File: config.mk
export PLATFORM = sky130hd
export DESIGN_NAME = readout_ctrl
export DESIGN_NICKNAME = d
export VERILOG_FILES = /design/src/rtl/readout_ctrl_pkg.sv /design/src/rtl/readout_bcid_cnt.sv /design/src/rtl/readout_ctrl.sv
export SDC_FILE = /design/constraint.sdc
export NUM_CORES = 1
export LEC_CHECK = 0
export CORE_ASPECT_RATIO = 2
export CORE_MARGIN = 10
export CORE_UTILIZATION = 44
export DETAILED_ROUTE_END_ITERATION = 16
export PLACE_DENSITY = 0.84
export SLEW_MARGIN = 20
export SYNTH_ARGS = -nofsm -noshare
export SYNTH_HDL_FRONTEND = slang
export SYNTH_SLANG_ARGS = --single-unit
File: constraint.sdc
create_clock -name Clk -period 1.6 [get_ports Clk]
set_input_delay 0.16 -clock Clk [delete_from_list [all_inputs] [get_ports Clk]]
set_output_delay 0.16 -clock Clk [all_outputs]
set_load 0.05 [all_outputs]
File: src/rtl/readout_ctrl_pkg.sv
// Shared types, default widths and word packing for the readout sequencer.
package readout_ctrl_pkg;

   localparam int unsigned DefAddrWidth = 6;
   localparam int unsigned DefDataWidth = 21;
   localparam int unsigned DefBcidWidth = 6;

   typedef enum logic [2:0] {
      StIdle,
      StSettle,
      StRead,
      StOut,
      StDone
   } readout_state_t;

   // Packs {ts, addr, data} LSB-aligned; the caller keeps the low word bits.
   function automatic logic [127:0] pack_word(input logic [63:0] ts,
                                              input logic [63:0] addr,
                                              input logic [63:0] data,
                                              input int unsigned addr_width,
                                              input int unsigned data_width);
      pack_word = (128'(ts) << (addr_width + data_width)) | (128'(addr) << data_width)
                | 128'(data);
   endfunction

endpackage

File: src/rtl/readout_bcid_cnt.sv
// Free-running wrapping timestamp counter with synchronous active-low reset.
module readout_bcid_cnt #(
   parameter int unsigned WIDTH = 6
) (
   input  logic             clk,
   input  logic             rst_n,
   output logic [WIDTH-1:0] count
);

   always_ff @(posedge clk) begin
      if (!rst_n) begin
         count <= '0;
      end else begin
         count <= count + WIDTH'(1);
      end
   end

endmodule

File: src/rtl/readout_ctrl.sv
// End-of-column token-chain readout sequencer: freeze, read each hit, emit {ts, addr, data}.
// Optional hit-limit watchdog enabled by defining READOUT_CTRL_WATCHDOG_EN.
module readout_ctrl
   import readout_ctrl_pkg::*;
#(
   parameter int unsigned ADDR_WIDTH    = DefAddrWidth,
   parameter int unsigned DATA_WIDTH    = DefDataWidth,
   parameter int unsigned BCID_WIDTH    = DefBcidWidth,
   parameter int unsigned READ_CYCLES   = 2,
   parameter int unsigned SETTLE_CYCLES = 1,
   parameter int unsigned MAX_READS     = 64
) (
   input  logic                                     Clk,
   input  logic                                     Rst_n,
   input  logic                                     Enable,
   input  logic                                     Token,
   input  logic [ADDR_WIDTH-1:0]                    ColAddr,
   input  logic [DATA_WIDTH-1:0]                    ColData,
   output logic                                     Read,
   output logic                                     Freeze,
   output logic [BCID_WIDTH-1:0]                    Bcid,
   output logic [BCID_WIDTH+ADDR_WIDTH+DATA_WIDTH-1:0] OutData,
   output logic                                     OutValid,
   input  logic                                     OutReady,
   output logic                                     Busy,
   output logic                                     Error
);

   localparam int unsigned WordWidth = BCID_WIDTH + ADDR_WIDTH + DATA_WIDTH;
   localparam int unsigned CntMax    = (SETTLE_CYCLES > READ_CYCLES) ? SETTLE_CYCLES
                                                                     : READ_CYCLES;
   localparam int unsigned CntWidth  = $clog2(CntMax + 1);

   readout_state_t          state_q, state_d;
   logic [CntWidth-1:0]     cnt_q, cnt_d;
   logic                    token_q;
   logic                    freeze_q, freeze_d;
   logic [BCID_WIDTH-1:0]   ts_q, ts_d;
   logic [WordWidth-1:0]    data_q, data_d;
   logic [127:0]            packed_word;
   logic                    unused_word_hi;

   readout_bcid_cnt #(
      .WIDTH(BCID_WIDTH)
   ) u_bcid_cnt (
      .clk  (Clk),
      .rst_n(Rst_n),
      .count(Bcid)
   );

   assign packed_word    = pack_word(64'(ts_q), 64'(ColAddr), 64'(ColData), ADDR_WIDTH,
                                     DATA_WIDTH);
   assign unused_word_hi = ^packed_word[127:WordWidth];

`ifdef READOUT_CTRL_WATCHDOG_EN
   localparam int unsigned WdWidth = $clog2(MAX_READS + 1);
   logic [WdWidth-1:0] wd_q, wd_d;
   logic               error_q, error_d;
   assign Error = error_q;
`else
   logic unused_max_reads;
   assign unused_max_reads = ^MAX_READS;
   assign Error = 1'b0;
`endif

   always_ff @(posedge Clk) begin
      if (!Rst_n) begin
         state_q  <= StIdle;
         cnt_q    <= '0;
         token_q  <= 1'b0;
         freeze_q <= 1'b0;
         ts_q     <= '0;
         data_q   <= '0;
`ifdef READOUT_CTRL_WATCHDOG_EN
         wd_q     <= '0;
         error_q  <= 1'b0;
`endif
      end else begin
         state_q  <= state_d;
         cnt_q    <= cnt_d;
         token_q  <= Token;
         freeze_q <= freeze_d;
         ts_q     <= ts_d;
         data_q   <= data_d;
`ifdef READOUT_CTRL_WATCHDOG_EN
         wd_q     <= wd_d;
         error_q  <= error_d;
`endif
      end
   end

   always_comb begin
      state_d  = state_q;
      cnt_d    = cnt_q;
      freeze_d = freeze_q;
      ts_d     = ts_q;
      data_d   = data_q;
`ifdef READOUT_CTRL_WATCHDOG_EN
      wd_d     = wd_q;
      error_d  = error_q;
`endif
      unique case (state_q)
         StIdle: begin
`ifdef READOUT_CTRL_WATCHDOG_EN
            wd_d = '0;
`endif
            cnt_d = '0;
            if (Enable && token_q) begin
               state_d  = StSettle;
               freeze_d = 1'b1;
               ts_d     = Bcid;
            end
         end
         StSettle: begin
            if (cnt_q == CntWidth'(SETTLE_CYCLES - 1)) begin
               cnt_d = '0;
               if (!token_q) begin
                  state_d = StDone;
               end else begin
`ifdef READOUT_CTRL_WATCHDOG_EN
                  if (wd_q == WdWidth'(MAX_READS)) begin
                     state_d = StDone;
                     error_d = 1'b1;
                  end else begin
                     state_d = StRead;
                     wd_d    = wd_q + WdWidth'(1);
                  end
`else
                  state_d = StRead;
`endif
               end
            end else begin
               cnt_d = cnt_q + CntWidth'(1);
            end
         end
         StRead: begin
            // Sample the bus on the last Read-high cycle so the columns have settled.
            if (cnt_q == CntWidth'(READ_CYCLES - 1)) begin
               cnt_d   = '0;
               data_d  = packed_word[WordWidth-1:0];
               state_d = StOut;
            end else begin
               cnt_d = cnt_q + CntWidth'(1);
            end
         end
         StOut: begin
            if (OutReady) begin
               state_d = StSettle;
            end
         end
         StDone: begin
            freeze_d = 1'b0;
            state_d  = StIdle;
         end
         default: state_d = StIdle;
      endcase
   end

   assign Read     = (state_q == StRead);
   assign OutValid = (state_q == StOut);
   assign Busy     = (state_q != StIdle);
   assign Freeze   = freeze_q;
   assign OutData  = data_q;

endmodule

### After elaboration in Yosys (flattened, before gate mapping)

Index checks and enable logic that the tools add are counted.

* input bits: 32
* flip-flop bits (word level): 52

* reduce and logical (&&, ||, !) cells: 10
* bitwise logic cells: 2
* equality and inequality tests: 9
* add/sub/neg operators: 2
* mux-type cells: 11

Operator list (count)
* 33-bit by 21-bit OR with 33-bit output: 1
* 33-bit by 27-bit OR with 33-bit output: 1
* 3-bit 2-to-1 mux: 5
* 3-bit case mux with 4 select lines: 1
* 6-bit by 1-bit adder with 6-bit output (second input constant): 1
* 3-bit by 2-bit equality test with 1-bit output (second input constant): 2
* 2-bit case mux with 3 select lines: 1
* 2-bit AND reduction: 3
* 3-bit nonzero test: 2
* 2-bit 2-to-1 mux: 2
* 2-bit by 1-bit != test with 1-bit output (second input constant): 2
* 2-bit != test (second input constant): 2
* 4-bit AND reduction: 1
* 3-bit by 1-bit equality test with 1-bit output (second input constant): 1
* 3-bit equality test (second input constant): 1
* 3-bit zero test: 1
* 2-bit by 1-bit adder with 2-bit output (second input constant): 1
* 2-bit by 1-bit equality test with 1-bit output (second input constant): 1
* 2-bit zero test: 1
* 1-bit case mux with 2 select lines: 1
* 2-bit nonzero test: 1
* 1-bit logical AND: 1
* 1-bit 2-to-1 mux: 1

### Longest topological paths before layout

* word-level depth: 3
* gate-level depth with buffers: 7

### Modules after synthesis

Synthesis repeated with hierarchy kept, for this count alone.

* cell total of the unflattened synthesis: 240
* area total of the unflattened synthesis: 2082.0 um2

Modules (own cells, without submodules)
* readout_ctrl: seq. area each 920.9 um2, area an instance 1846.8 um2, instances 1, cells each 218
* readout_bcid_cnt: seq. area each 120.1 um2, area an instance 235.2 um2, instances 1, cells each 22

### Least setup slack after synthesis

No wires, ideal clock.

* path kind: register to output
* from: reg state_q[1]
* to: out Read
* slack: -353 ps
* required time: 1440 ps
* stages on the path, launching flop included: 3
* arrival time: 1793 ps
* cells stage by stage: dfxtp_1 -> clkbuf_1 -> nor3b_1

* word-level cells in the longest chain between the ends: 1

Ends and longest elaborated chain
* start: declaration: RTL line readout_ctrl.sv:34 `readout_state_t state_q, state_d;`
* start signal: assignment: RTL line readout_ctrl.sv:68 `state_q <= StIdle;`
* start signal: assignment: RTL line readout_ctrl.sv:79 `state_q <= state_d;`
* 3-bit by 2-bit equality test with 1-bit output: RTL line readout_ctrl.sv:159 `assign Read = (state_q == StRead);`
* end: declaration: RTL line readout_ctrl.sv:19 `output logic Read,`

Every way passes these cells.

### Worst setup path after layout

* from: reg state_q[2]
* to: out Busy

* word-level cells in the longest chain between the ends: 1

Ends and longest elaborated chain
* 3-bit nonzero test: RTL line readout_ctrl.sv:161 `assign Busy = (state_q != StIdle);`
* end: declaration: RTL line readout_ctrl.sv:25 `output logic Busy,`

Every way passes these cells.

==> results.yml <==
status:
  outcome: "completed"
power:
  p_per_area_mw_per_mm2: 840.6
  ir_worst_vdd_mv: 0.6385
  p_leak_uw: 0.001101
route:
  drt_wl_total_um: 5075
  post_drt_via_cell_ratio: 4.933
  num_vias: 1776
  drtPass1Iterations: 4
  drc: 0
  final_antenna_net_count: 0
  avgRoutedWirePerCell_um: 14.10
  drt_iter0_markers: 105
timing:
  slew_violations: 0
  fin_skew_ns: 0.009142
  fin_crit_sh_pct: 96.19
  fin_setup_tns_ns: 0
  rsz0062_at_grt: "no"
  min_period_ns: 1.539
  hold_viol_final: 0
  fmax_ghz: 0.6497
  finalSetupViolations: 0
clock_tree:
  clockBufferDepth: 2
  clk_latency_ns: 0.30
  root_buffer: "clkbuf_8"
  cts_hold_buf: 0
  numCtsBuffers: 5
  path_clk_slew_ns: 0.09
  cts_tree: "done"
  htree_levels: 2
  clkSinkCount: 52
floorplanning:
  num_rows: 35
  core_area_mm2: 0.004598
  design.die.area_mm2: 0.008028
  die_w_um: 68.55
  start_util_pct: 45.12
  boundaryPins: 76
  fp.dieH_um: 117.1
grt:
  grt_use_total_pct: 12.86
  grt_max_degree: 67
  gr-total-overflow: 0
  antenna_found_initial: 0
  grt_pass1_wl_um: 8031
  grt_pass1_vias: 1699
critical_path:
  worstSetupStartpointType: "flop"
  worst-setup-path-type: "flop to output pin"
  crit_path_max_fanout: 9
  crit_required_ns: 1.44
  slowest_delay_ns: 0.46
  worstPathCellList: "or3_4 > buf_4"
  worstPathArrival_ns: 1.38
  end_kind: "output pin"
  critPathSlowestCell: "or3_4"
synth:
  synthFlopType: "dfxtp_1"
  syn_nets: 276
  synth_seq_cells: 52
  ys_seq_area_share_pct: 50.18
  yosys.cell_types.count: 34
  yosysWarnings: 0
  syn-cell-area_mm2: 0.002074
  synthCells: 240
  synth-edff-count: 0
  async_reset_ff_share_pct: 0
  avgSynthCellArea_um2: 8.644
finish:
  drive_gt1_share_pct: 19.67
  syn2layout_area_growth_pct: 37.03
  fillCellCount: 427
  antenna_cells: 0
  instances_no_fill: 360
  nets: 340
placed_design:
  dpl.hpwl_um: 3840
  dp.cells: 352
  place_congestion: 0.7484
  port_buffers: 74
job:
  max_cap_violations: 0
worst_hold_path:
  min_path_type: "primary input to flop"
[layout by cell type (no fill, tap or decap), types with 2 or more instances in the layout]
master	Yosys	layout
ha_1	4	4
buf_12	0	5
a21oi_1	4	4
and2_1	5	5
nand2_1	49	49
nand3_1	35	35
o21ai_1	4	4
mux2i_1	7	7
clkbuf_8	0	6
buf_4	2	42
nand3b_1	2	2
o21ai_0	31	31
nor2_1	3	3
clkdlybuf4s50_1	0	30
inv_1	2	2
dfxtp_1	52	51
xnor2_1	2	2
nand2b_1	3	3
[Yosys cell counts (all sizes together), types with 2 or more instances]
cell / number / area, um2
dfxtp: 52 / 1041
nand2: 49 / 183.9
nand3: 35 / 175.2
o21ai: 35 / 175.2
buf: 13 / 91.33
clkbuf: 8 / 30.03
mux2i: 7 / 70.07
and2: 5 / 31.28
a21oi: 4 / 20.02
ha: 4 / 50.05
nor2: 4 / 31.28
nand2b: 3 / 18.77
inv: 2 / 7.510
nand3b: 2 / 15.01
nor3b: 2 / 15.01
xnor2: 2 / 17.52
[final cells by class]
cell class | instances | area [um2] | share of cell area [%]
tap | 55 | 68.82 | 2.421
sequential | 52 | 1042 | 36.66
multi-input combinational | 165 | 909.6 | 32.00
clock inverter | 1 | 7.507 | 0.2641
timing repair buffer | 78 | 720.7 | 25.35
clock buffer | 7 | 86.33 | 3.037
inverter | 2 | 7.507 | 0.2641
[power by group]
part	switching [uW]	internal, uW
sequential	27.6	1310
combinational	145	136
clock	416	352
[kinds of logic after synthesis]
kind of cell             synth area share [%]
AO/OA/AOI/OAI                           12.00
XOR/XNOR                                1.267
adder cells (fa/ha/maj)                 2.413
buffers and inverters                   6.212
flip-flops                              50.18
multiplexers                            3.378
other                                  0.1808
AND/OR/NAND/NOR                         24.37
[critical path: cells and delay by family (launching register included)]
kind                   cells  cell delay [ns]
buffers and inverters      1             0.21
flip-flops                 1             0.41
AND/OR/NAND/NOR            1             0.46
[through the flow]
stage	total power (uW)	hold slack (ns)	util (%)	setup slack, ns	instance area, um2
floorplan	1525	0.2793	-	0.09315	2079
global placement	1647	0.4389	59.76	0.2692	2748
detailed placement	1650	0.4426	59.76	0.2334	2748
CTS	2410	0.2415	61.80	0.04268	2841
global route	2499	0.2639	61.82	0.01010	2843
finish	2390	0.2496	61.82	0.06092	2843
[registers in the layout, summed over array words and instances (netlist names)]
signal	count
ts_q	6
Freeze	1
state_q	3
u_bcid_cnt.count	6
OutData	33
token_q	1
cnt_q	2
[final timing paths]
kind                            depth (start not counted)          end   startpoint  slack, ns
worst max-delay path                                    2         Busy   state_q[2]       0.06
worst min-delay path                                    3   OutData[3]        Rst_n       0.25
worst max register to register                          6  OutData[19]     cnt_q[1]       0.23
worst min register to register                          2  OutData[31]  OutData[31]       0.45
[metal layers]
metal | vias to the layer above | GRT usage [%] | routed length (um)
met5 | - | 0 | 0
met4 | 0 | 4.858 | 55
met3 | 5 | 3.908 | 412
met2 | 42 | 23.56 | 2772
met1 | 798 | 12.73 | 1834
li1 | 931 | - | -
[repair_timing]
item / in CTS / in global routing
endpoints found under the setup margin: 0 / 2
buffers inserted: 0 / 0
resized for setup: 0 / 1
Power figures use the tool's default switching activity.
==> patch (config.mk and constraints unchanged) <==
The package constant `DefAddrWidth` goes from 6 to 5.
--- a/src/rtl/readout_ctrl_pkg.sv
+++ b/src/rtl/readout_ctrl_pkg.sv
@@ -1,7 +1,7 @@
 // Shared types, default widths and word packing for the readout sequencer.
 package readout_ctrl_pkg;
 
-   localparam int unsigned DefAddrWidth = 6;
+   localparam int unsigned DefAddrWidth = 5;
    localparam int unsigned DefDataWidth = 21;
    localparam int unsigned DefBcidWidth = 6;
 
Interface: changed (resized ColAddr and OutData); port bits go from 76 to 74. No check against the original RTL was run, so the function may have changed too.
==> patch against the unedited design <==
Combinational power up 1%; first-iteration DRC count down 20%; sequential share of layout area down 0.11 points; power down 0.28%; setup slack better by 0.10 ns; cell area down 1.6%; wire length down 5.4%; sequential cell count down 1; area after synthesis down 2.0%.
==> patch: results (changes against the unedited design) <==
* Status: complete, no violations
* Number of global-route vias before repair at 1,590 (-6.4%)
* Crit path capture: Busy
* DR iter-0 viols at 84 (-20%)
* Clk_skew at 0.00318 ns (-0.00596 ns)
* Post-synth ARST share at 0 (unchanged)
* Worst R2R Setup Slack at between 0.2 and 0.25 ns
* Max reg flops at 32 (-3.0%)
* Syn Area/Cell at 8.62 sq um (-0.33%)
* Pre-CTS WS at 0.189 ns (-0.0443 ns)
* Drt wl/cell at 13.5 um (-4.1%)
* RD Place Congestion at 0.775 (+3.5%)
* Avg Vias per Cell at 4.96 (+0.49%)
* Clock Tree Buf Depth at 2 (unchanged)
* Placed inst area at 0.00269 sq mm (-2.0%)
* Worst-path clk slew at 0.09 ns (about the same)
* Placed insts at 347 (-1.4%)
* Final Net Count at 334 (-1.8%)
* Root Driver: clkbuf_8
* Ant. Diodes at 0 (unchanged)
* CP delay by family, top: flip-flops
* Crit Reg-Reg Startpoint: cnt_q[1]
* Pins over their slew limit at 0 (unchanged)
* Initial DRT Pass Iterations at 4 (unchanged)
* CP startpoint: state_q[1]
* Worst R2R Path Depth at 6 (unchanged)
* CP max-delay cell: dfxtp_2
* Share of cells above drive strength 1 at 0.203 (+0.00661)
* Critical register-to-register path endpoint: OutData[0]
* Top_reg_cell synth: dfxtp_1
* Largest net degree at the start of global routing at 66 (-1.5%)
* Hold/Removal Path Class: input pin to flop
* Critical path arrival at 1.28 ns (-0.10 ns)
* Commonest cells post-synth: 51 x dfxtp_1, 48 x nand2_1, 34 x nand3_1, 34 x o21ai_0, 7 x mux2i_1
* Syn Nets at 271 (-1.8%)
* Initial antenna violation count at 0 (unchanged)
* Setup ws final at 0.162 ns (+0.101 ns)
* Clk Latency, worst-skew pair at around 0.29 ns
* P_leak at 1.09 nW (-1.4%)
* Peak supply drop at 891 uV (+39%)
* Sequential area share after synthesis at 0.502 (about the same)
* Postcts setup bufs at 0 (unchanged)
* Total Routed Length at 4.80 mm (-5.4%)
* Area contributors post-synth: dfxtp_1 50%, nand2_1 8.9%, nand3_1 8.4%
* Port Buffers at 72 (-2.7%)
* H-tree depth at 2 (unchanged)
* Critical-path maximum fanout at 14 (+5)
* Detailed placement HPWL at 3.60 mm (-6.4%)
* First-pass GRT wire length at 7.54 mm (-6.1%)
* Global Route Usage Sum at 0.121 (-0.00775)
* CP peak stage delay at 0.39 ns (-0.07 ns)
* Library cells used by synthesis at 34 (unchanged)
* Total CTS buffers at 5 (unchanged)
* Synth warn at 0 (unchanged)
## patch: final cells by class
| class | count | area [sq um] |
|---|---|---|
| flip-flops and latches | 51 | 1020 |
| well taps | 55 | 68.8 |
| multi-input cells | 162 | 896 |
| repair buffers | 77 | 698 |
| clock inverters | 1 | 7.51 |
| clock buffers | 7 | 96.3 |
| inverters | 2 | 7.51 |
| fillers | 428 | 1760 |
## patch: routing by layer
layer,vias up,part of all wire,track usage,routed length [um]
met2,44,0.55,0.217,2650
met3,4,0.055,0.0307,265
li1,916,-,-,-
met5,-,0,0,0
met1,796,0.38,0.127,1830
met4,0,0.012,0.0486,57
## patch: cells by family after synthesis
family | after synthesis | synth area share
simple gates | 102 | 0.244
flops | 51 | 0.502
compound gates | 45 | 0.120
buf+inv | 23 | 0.0597
mux | 7 | 0.0345
fa+ha+maj | 4 | 0.0246
xor+xnor | 3 | 0.0129
other cells | 1 | 0.00184
## patch: what timing repair did
action                     in CTS  in global routing
hold buffers                    0                  0
setup endpoints to repair       0                  1
resized for setup               0                  1
## patch: how the worst min path moves through the flow
| stage | startpoint | end | slack (ns) | cells after the start |
|---|---|---|---|---|
| 6_report | Rst_n | Freeze | 0.34 | 3 |
| 5_1_grt | Rst_n | Freeze | 0.36 | 3 |
| 4_1_cts | Rst_n | Freeze | 0.34 | 3 |
| 3_5_place_dp | ts_q[3] | ts_q[3] | 0.45 | 2 |
| 3_3_place_gp | OutData[14] | OutData[14] | 0.44 | 2 |
| 2_1_floorplan | OutReady | state_q[1] | 0.28 | 1 |
## patch: where the power goes
group	internal (mW)	switching, mW
Clock	0.394	0.397
Sequential	1.29	0.0203
Combinational	0.135	0.150
Total	1.82	0.567
## patch: worst reg2reg max path, cell delays in order, from the launching register on
cell	delay [ns]
dfxtp_1	0.35
inv_1	0.07
ha_1	0.19
and4bb_2	0.26
buf_12	0.19
nand3_1	0.11
o21ai_0	0.09
